==> src/rtl/lzc_norm_pipe.sv <==
// Two-stage pipelined leading-zero counter and normalising left shifter with valid/ready.
// Optional out_zero flag is enabled by defining LZC_ZERO_FLAG_EN.
module lzc_norm_pipe #(
  parameter int unsigned W     = 80,
  parameter int unsigned SEG   = 16,
  parameter int unsigned TAG_W = 8,
  localparam int unsigned CW   = $clog2(W + 1)
) (
  input  logic             clk,
  input  logic             rst,
  input  logic             in_valid,
  output logic             in_ready,
  input  logic [W-1:0]     in_data,
  input  logic [TAG_W-1:0] in_tag,
  output logic             out_valid,
  input  logic             out_ready,
  output logic [CW-1:0]    out_count,
  output logic [W-1:0]     out_norm,
  output logic [TAG_W-1:0] out_tag
`ifdef LZC_ZERO_FLAG_EN
  ,
  output logic             out_zero
`endif
);

  localparam int unsigned NSEG = W / SEG;
  localparam int unsigned SCW  = $clog2(SEG) + 1;

  if ((W % SEG) != 0) begin : g_chk_w
    $error("lzc_norm_pipe: W must be a multiple of SEG");
  end
  if ((SEG < 4) || ((SEG & (SEG - 1)) != 0)) begin : g_chk_seg
    $error("lzc_norm_pipe: SEG must be a power of two and at least 4");
  end

  logic adv1, adv2;
  logic v1_q, v2_q;

  // Stage 1 state
  logic [W-1:0]     s1_data_q;
  logic [TAG_W-1:0] s1_tag_q;
  logic [NSEG-1:0]  s1_zero_q;
  logic [SCW-1:0]   s1_cnt_q [NSEG];

  logic [NSEG-1:0]  seg_zero_d;
  logic [SCW-1:0]   seg_cnt_d [NSEG];

  // Stage 2 state (drives the outputs)
  logic [CW-1:0]    count_q, count_d;
  logic [W-1:0]     norm_q, norm_d;
  logic [TAG_W-1:0] tag_q;
  logic             zero_q, zero_d;

  assign adv2     = !v2_q || out_ready;
  assign adv1     = !v1_q || adv2;
  assign in_ready = adv1;

  // Segment 0 is the most significant SEG bits.
  always_comb begin
    for (int s = 0; s < NSEG; s++) begin
      seg_cnt_d[s] = SCW'(SEG);
      // Ascending scan: the highest set bit is the last to write the count.
      for (int b = 0; b < SEG; b++) begin
        if (in_data[W - SEG - s * SEG + b]) begin
          seg_cnt_d[s] = SCW'(SEG - 1 - b);
        end
      end
      seg_zero_d[s] = ~|in_data[W - 1 - s * SEG -: SEG];
    end
  end

  // Descending scan so the most significant non-zero segment wins.
  always_comb begin
    count_d = CW'(W);
    for (int s = NSEG - 1; s >= 0; s--) begin
      if (!s1_zero_q[s]) begin
        count_d = CW'(s * SEG) + CW'(s1_cnt_q[s]);
      end
    end
    zero_d = &s1_zero_q;
    norm_d = s1_data_q << count_d;
  end

  always_ff @(posedge clk) begin
    if (rst) begin
      v1_q      <= 1'b0;
      v2_q      <= 1'b0;
      s1_data_q <= '0;
      s1_tag_q  <= '0;
      s1_zero_q <= '0;
      for (int s = 0; s < NSEG; s++) begin
        s1_cnt_q[s] <= '0;
      end
      count_q   <= '0;
      norm_q    <= '0;
      tag_q     <= '0;
      zero_q    <= 1'b0;
    end else begin
      if (adv1) begin
        v1_q      <= in_valid;
        s1_data_q <= in_data;
        s1_tag_q  <= in_tag;
        s1_zero_q <= seg_zero_d;
        for (int s = 0; s < NSEG; s++) begin
          s1_cnt_q[s] <= seg_cnt_d[s];
        end
      end
      if (adv2) begin
        v2_q <= v1_q;
        if (v1_q) begin
          count_q <= count_d;
          norm_q  <= norm_d;
          tag_q   <= s1_tag_q;
          zero_q  <= zero_d;
        end
      end
    end
  end

  assign out_valid = v2_q;
  assign out_count = count_q;
  assign out_norm  = norm_q;
  assign out_tag   = tag_q;

`ifdef LZC_ZERO_FLAG_EN
  assign out_zero = zero_q;
`else
  logic unused_zero;
  assign unused_zero = zero_q;
`endif

endmodule

==> config.mk <==
export PLATFORM = sky130hd
export DESIGN_NAME = lzc_norm_pipe
export DESIGN_NICKNAME = d
export VERILOG_FILES = /design/src/rtl/lzc_norm_pipe.sv
export SDC_FILE = /design/constraint.sdc
export NUM_CORES = 1
export LEC_CHECK = 0
export CELL_PAD_IN_SITES_DETAIL_PLACEMENT = 0
export CELL_PAD_IN_SITES_GLOBAL_PLACEMENT = 1
export CORE_MARGIN = 2
export CORE_UTILIZATION = 41
export CTS_BUF_LIST = sky130_fd_sc_hd__clkbuf_16
export DETAILED_ROUTE_END_ITERATION = 6
export PLACE_DENSITY_LB_ADDON = 0.3
export SLEW_MARGIN = 20
export SYNTH_ARGS = -nofsm -noshare
export SYNTH_HDL_FRONTEND = slang
export SYNTH_SLANG_ARGS = --single-unit
==> constraint.sdc <==
create_clock -name clk -period 2.8 [get_ports clk]
set_input_delay 0.42 -clock clk [delete_from_list [all_inputs] [get_ports clk]]
set_output_delay 0.42 -clock clk [all_outputs]
set_load 0.03 [all_outputs]
# Yosys cells after proc, flatten, opt, wreduce, memory -nomap -nowiden
# Memory sizes are Yosys's and may differ from the RTL's.
# Index checks and enable logic that the tools add are counted.
# totals
reg_bits	190
input_bits	92
latch_bits	0
n_memories	1
mem_bits_rw	25
elab_cells	129
romBits	0
# mem_list
name	depth	width	read_ports	rd_clocked_by_memory_dff	wr	line	text
s1_cnt_q	5	5	5	0	5	43	logic [SCW-1:0] s1_cnt_q [NSEG];
# op_classes
addsub	4
multipliers	0
bitwise_logic	5
n_eq_ne	0
shifts	1
div	0
reduce_logical	15
n_lt_le_gt_ge	0
n_mux	95
# ops
op	count
$mux 5	85
$reduce_or 16->1	5
$shl 80x7->80	1
$mux 7	5
$add 6x5->7 const A	2
$add 7x5->7 const A	1
$logic_not 1->1	7
$add 5x5->6 const A	1
$mux 1	5
$or 1x1->1	5
$logic_or 1x1->1	2
$reduce_and 2->1	1

# Logic depth before layout (Yosys ltp)
# depth
depth_word	17
ltp_mapped	13

# Worst setup path before layout
# OpenSTA, ideal clock, no wires.
# synth_path
path_type	reg2reg
from	register s1_zero_q[0]
to	register norm_q[48], in the netlist out_norm[48]
required_time_ps	2670
stages_incl_launch_ff	13
arrival_time_ps	2430
path_buffers	3
path_slack_ps	241
setup_ps	130
path_cell_list	dfxtp_1 > buf_4 > nand3b_4 > nand2_1 > buf_6 > buf_6 > a22o_1 > a311oi_2 > mux2i_1 > mux2_2 > mux2_2 > a222oi_1 > o21ai_1
# synth_between
elab_chain_cells	2
# synth_lines
element	line	text
start: declaration	42	logic [NSEG-1:0] s1_zero_q;
start signal: assignment	103	s1_zero_q <= seg_zero_d;
$mux 7	76	if (!s1_zero_q[s]) begin
$shl 80x7->80	81	norm_d = s1_data_q << count_d;
end signal: assignment	112	norm_q <= norm_d;
end: declaration	50	logic [W-1:0] norm_q, norm_d;
# Every way passes these cells.
# A chain may end at the register's enable or synchronous reset.

==> impl.org <==
** Status
- Result of the run :: complete, but fails checks
- Violations in the final reports :: setup timing

** STA
- Total count of max-transition violations in the final report :: 0
- The smallest clock period supported by the final layout is computed as 2920 ps.
- Based on the critical path, the design can be clocked at up to 342 MHz.
- The worst pin sits at a relative slew slack of 0.446.
- Count of final hold-check violations :: 0
- Setup slack on the critical path of the routed design comes to -124 ps.
- Unrepaired setup endpoints after global routing :: yes
- Between clock sinks in the finished design, the worst skew comes to 10.2 ps.
- Slew of the pin with the lowest slew margin :: 828 ps
- Post-route clock period utilization :: 1.04
- Worst Hold Margin :: 262 ps
- Setup violation total in the final timing report :: 28

** Logic synthesis
- Cell area after technology mapping :: 14,000 µm²
- Top area cells in the synthesized netlist :: sky130_fd_sc_hd__dfxtp_1, sky130_fd_sc_hd__mux2i_1, sky130_fd_sc_hd__nand2_1
- Of all cell types, the one taking the most synthesized area is sky130_fd_sc_hd__dfxtp_1.
- Net Count, Synth :: 1,900
- Post-synth ARST share :: 0
- For this run, the number of Yosys warnings is 0.
- In this run, synthesis inferred 25 flip-flops with an integrated enable.
- Most used flip-flop cell after synthesis :: sky130_fd_sc_hd__dfxtp_1
- Synthesis inferred 215 register bits.
- Seq/Total Area, Yosys :: 0.325
- In this run, distinct cell masters in the synthesized netlist total 78.
- Synthesis handed over a netlist of 1,808 instances.
- Mean area per synthesized cell :: 7.76 µm²
- Post-synth top area share :: 0.271

** Min path
- The tightest min-delay check is of the in2reg type.
- The worst hold path was traced through 2 stages.

** CTS
- Insertion delay to the later sink of the worst-skew pair :: 540 ps
- In this run the number of H-tree levels came out at 1.
- TritonCTS built the clock tree.
- Cts bufs inserted :: 25
- In this run the deepest clock path goes through 3 buffers.
- CTS saw 215 sinks.
- Number of hold buffers added after cts :: 0
- In this run the clock root is driven by a sky130_fd_sc_hd__clkbuf_16.
- Clock-pin slew was measured on the worst setup and hold paths at 60 ps.

** Placed design
- Once placement finished, the instance area stood at 18,600 µm².
- HPWL reported at the end of detailed placement :: 49,900 µm
- Routability-driven placement finished with a final weighted congestion of 1.05.
- Count of buffers inserted at the top-level ports :: 188

** Critical path
- In this run the worst setup path begins at s1_cnt_q[0][0]$_SDFFCE_PP0P_.
- Crit Reg-Reg Endpoint :: out_norm[65]$_SDFFE_PP0P_
- The setup path with the least slack is of type reg2reg.
- STA classifies the critical path startpoint as a register.
- In this run the critical register-to-register path is launched from s1_cnt_q[0][0]$_SDFFCE_PP0P_.
- Setup slack on the worst reg-to-reg path comes out at -120 ps.
- Endpoint arrival time on the critical path :: 3350 ps
- Following the worst setup path forward leads to its endpoint at out_norm[65]$_SDFFE_PP0P_.
- The number of cells on the worst reg-to-reg path is 12.
- Crit path capture type :: register
- Of all nets on the critical path, the largest fanout is 7.
- For the worst setup path, the data required time is 3220 ps.

** Floorplanning
- For this design the top-level I/O count stands at 189.
- Die width :: 189 µm
- Die outline height :: 189 µm
- Row generation in the floorplan step produced 67 rows.
- Total die area :: 35,700 µm²
- The total area inside the core boundary comes to 33,600 µm².
- Starting utilization of the core area :: 0.417

** Power and ir drop
- Static Leakage :: 8.69 nW
- The worst-case IR drop observed on VDD is 0.492 mV.
- The completed layout was analyzed and its total power is 8.98 mW.
- Dividing total power by cell area gives a power density of 413 nW/µm².

** Detailed routing
- In the routed layout, each cell is associated on average with a via count of 6.11.
- Number of DRC markers after the initial detailed-route iteration :: 1,604
- Via count :: 16,723
- Detailed Route WL :: 65,300 µm
- Number of antenna-violating nets in the routed design :: 0
- First-pass iteration count of the detailed router :: 6
- After detailed routing, the number of remaining DRC violations is 0.
- WL per Instance :: 23.8 µm

** Finish
- After filler insertion, the fill cell instance count of the layout stands at 2,899.
- Sequential cell area in the final layout :: 4570 µm²
- Layout cells sized above 1 :: 0.317
- Compared with the post-synthesis result, the final layout area differs by 54.9%.
- Total non-filler cell area in the finished layout :: 21,700 µm²
- Area of combinational cells with multiple inputs :: 10,300 µm²
- After the last flow step, the layout net total stands at 2,363.
- The number of antenna diodes in the final layout is 0.

** Flow run
- Total of max-cap violations :: 0

** GRT
- Antenna violations before repair :: 0
- For this run, the total global-route usage over all layers was measured as 0.344.
- The first global-routing pass estimated 95,400 µm of wire.
- The number of global-route vias before repair came to 15,519.
- Pin count of the biggest net entering global routing :: 89
- Overflow left after global routing :: 0
[synthesized netlist by cell type, drive strengths merged (22+ instances only)]
library cell / n
nand2: 321
dfxtp: 190
a21oi: 185
mux2i: 134
nor2: 94
nand3: 81
a22oi: 76
buf: 76
clkbuf: 70
o21ai: 61
nor3: 45
inv: 44
and3: 39
a22o: 31
o22ai: 28
nor4: 27
edfxtp: 25
o311ai: 22
[final cells by class]
class	instances	area share
multi-input combinational	1405	0.474
timing repair buffer	580	0.247
sequential	215	0.210
clock buffer	26	0.0299
tap	448	0.0258
inverter	44	0.00783
clock inverter	20	0.00524
[per-layer routing]
layer / part of all wire / vias up / global-route usage / wire (µm)
met3: 0.069 / 144 / 0.0361 / 4490
met4: 0.052 / 0 / 0.151 / 3410
met5: 0 / - / 0 / 0
met1: 0.44 / 8073 / 0.483 / 28600
met2: 0.44 / 793 / 0.535 / 28800
li1: - / 7713 / - / -
[worst max-delay path, stage by stage, from the launching register on]
cell,delay (ps)
sky130_fd_sc_hd__edfxtp_1,570
sky130_fd_sc_hd__nor2_4,90
sky130_fd_sc_hd__buf_4,190
sky130_fd_sc_hd__a221oi_4,310
sky130_fd_sc_hd__o311ai_1,170
sky130_fd_sc_hd__buf_4,190
sky130_fd_sc_hd__buf_4,120
sky130_fd_sc_hd__mux2_2,270
sky130_fd_sc_hd__nand2_1,70
sky130_fd_sc_hd__o21a_1,180
sky130_fd_sc_hd__mux2_4,180
sky130_fd_sc_hd__o22ai_2,100
sky130_fd_sc_hd__or3_1,370
[layout by cell type (no fill, tap or decap), types with 10 or more instances in the layout]
cell type / n
sky130_fd_sc_hd__clkdlybuf4s50_1: 187
sky130_fd_sc_hd__o21bai_1: 15
sky130_fd_sc_hd__buf_12: 22
sky130_fd_sc_hd__and3_1: 28
sky130_fd_sc_hd__o22ai_1: 20
sky130_fd_sc_hd__clkbuf_16: 28
sky130_fd_sc_hd__nor3_1: 41
sky130_fd_sc_hd__o311ai_2: 12
sky130_fd_sc_hd__and3_4: 10
sky130_fd_sc_hd__nand3_2: 12
sky130_fd_sc_hd__a21oi_2: 16
sky130_fd_sc_hd__mux2i_1: 64
sky130_fd_sc_hd__nor4_1: 27
sky130_fd_sc_hd__a22o_1: 31
sky130_fd_sc_hd__nor2_1: 81
sky130_fd_sc_hd__o211ai_1: 14
sky130_fd_sc_hd__a22oi_2: 14
sky130_fd_sc_hd__edfxtp_1: 25
sky130_fd_sc_hd__dfxtp_1: 185
sky130_fd_sc_hd__o21ai_0: 30
sky130_fd_sc_hd__buf_4: 319
sky130_fd_sc_hd__a22oi_1: 62
sky130_fd_sc_hd__a21oi_1: 165
sky130_fd_sc_hd__a222oi_1: 12
sky130_fd_sc_hd__mux2i_4: 21
sky130_fd_sc_hd__inv_1: 50
sky130_fd_sc_hd__buf_6: 43
sky130_fd_sc_hd__nand3_1: 69
sky130_fd_sc_hd__nand2_1: 311
sky130_fd_sc_hd__mux2_2: 12
sky130_fd_sc_hd__mux2i_2: 49
sky130_fd_sc_hd__o21ai_1: 22
sky130_fd_sc_hd__nand4_1: 14
[kinds of logic after synthesis]
group                  after synthesis  synth area share
and+or+nand+nor                    665             0.216
buffers and inverters              190            0.0622
AOI/OAI and AO/OA                  583             0.285
DFF                                215             0.325
muxes                              155             0.112
[state kept, by name (all words and copies together), names as in the netlist]
name and cells:
out_valid 1, s1_tag_q 8, out_norm 80, out_count 7, s1_cnt_q 25, s1_data_q 80
s1_zero_q 5, v1_q 1, out_tag 8
[report_power, final]
part / leakage (nW) / total [mW] / internal [mW] / switching, mW
Combinational: 6.41 / 2.47 / 1.14 / 1.32
Clock: 0.411 / 3.09 / 1.76 / 1.33
Sequential: 1.87 / 3.42 / 3.25 / 0.169
[how the worst min path moves through the flow]
stage	startpoint	to	slack, ps
after global routing	rst	out_count[6]$_SDFFE_PP0P_	260
final	rst	out_norm[15]$_SDFFE_PP0P_	260
after CTS	rst	out_norm[9]$_SDFFE_PP0P_	240
after detailed placement	s1_tag_q[5]$_SDFFE_PP0P_	out_tag[5]$_SDFFE_PP0P_	440
after floorplan	s1_data_q[79]$_SDFFE_PP0P_	s1_data_q[79]$_SDFFE_PP0P_	430
after global placement	out_norm[17]$_SDFFE_PP0P_	out_norm[17]$_SDFFE_PP0P_	430
[what timing repair did]
action	CTS	global route
cloned	2	3
setup endpoints to repair	71	70
resized for setup	204	232
pin swaps	42	52
setup buffers	26	31
[stage by stage]
step / TNS [ps] / setup slack (ps) / util / instances
final: -1350 / -124 / 0.647 / 2738
after global routing: -3830 / -177 / 0.647 / 2738
after CTS: -337 / -61.0 / 0.606 / 2706
after detailed placement: -13580 / -495 / 0.553 / 2636
after global placement: -9740 / -431 / 0.553 / 2636
after floorplan: 0 / 241 / - / 1808
Power figures use the tool's default switching activity.
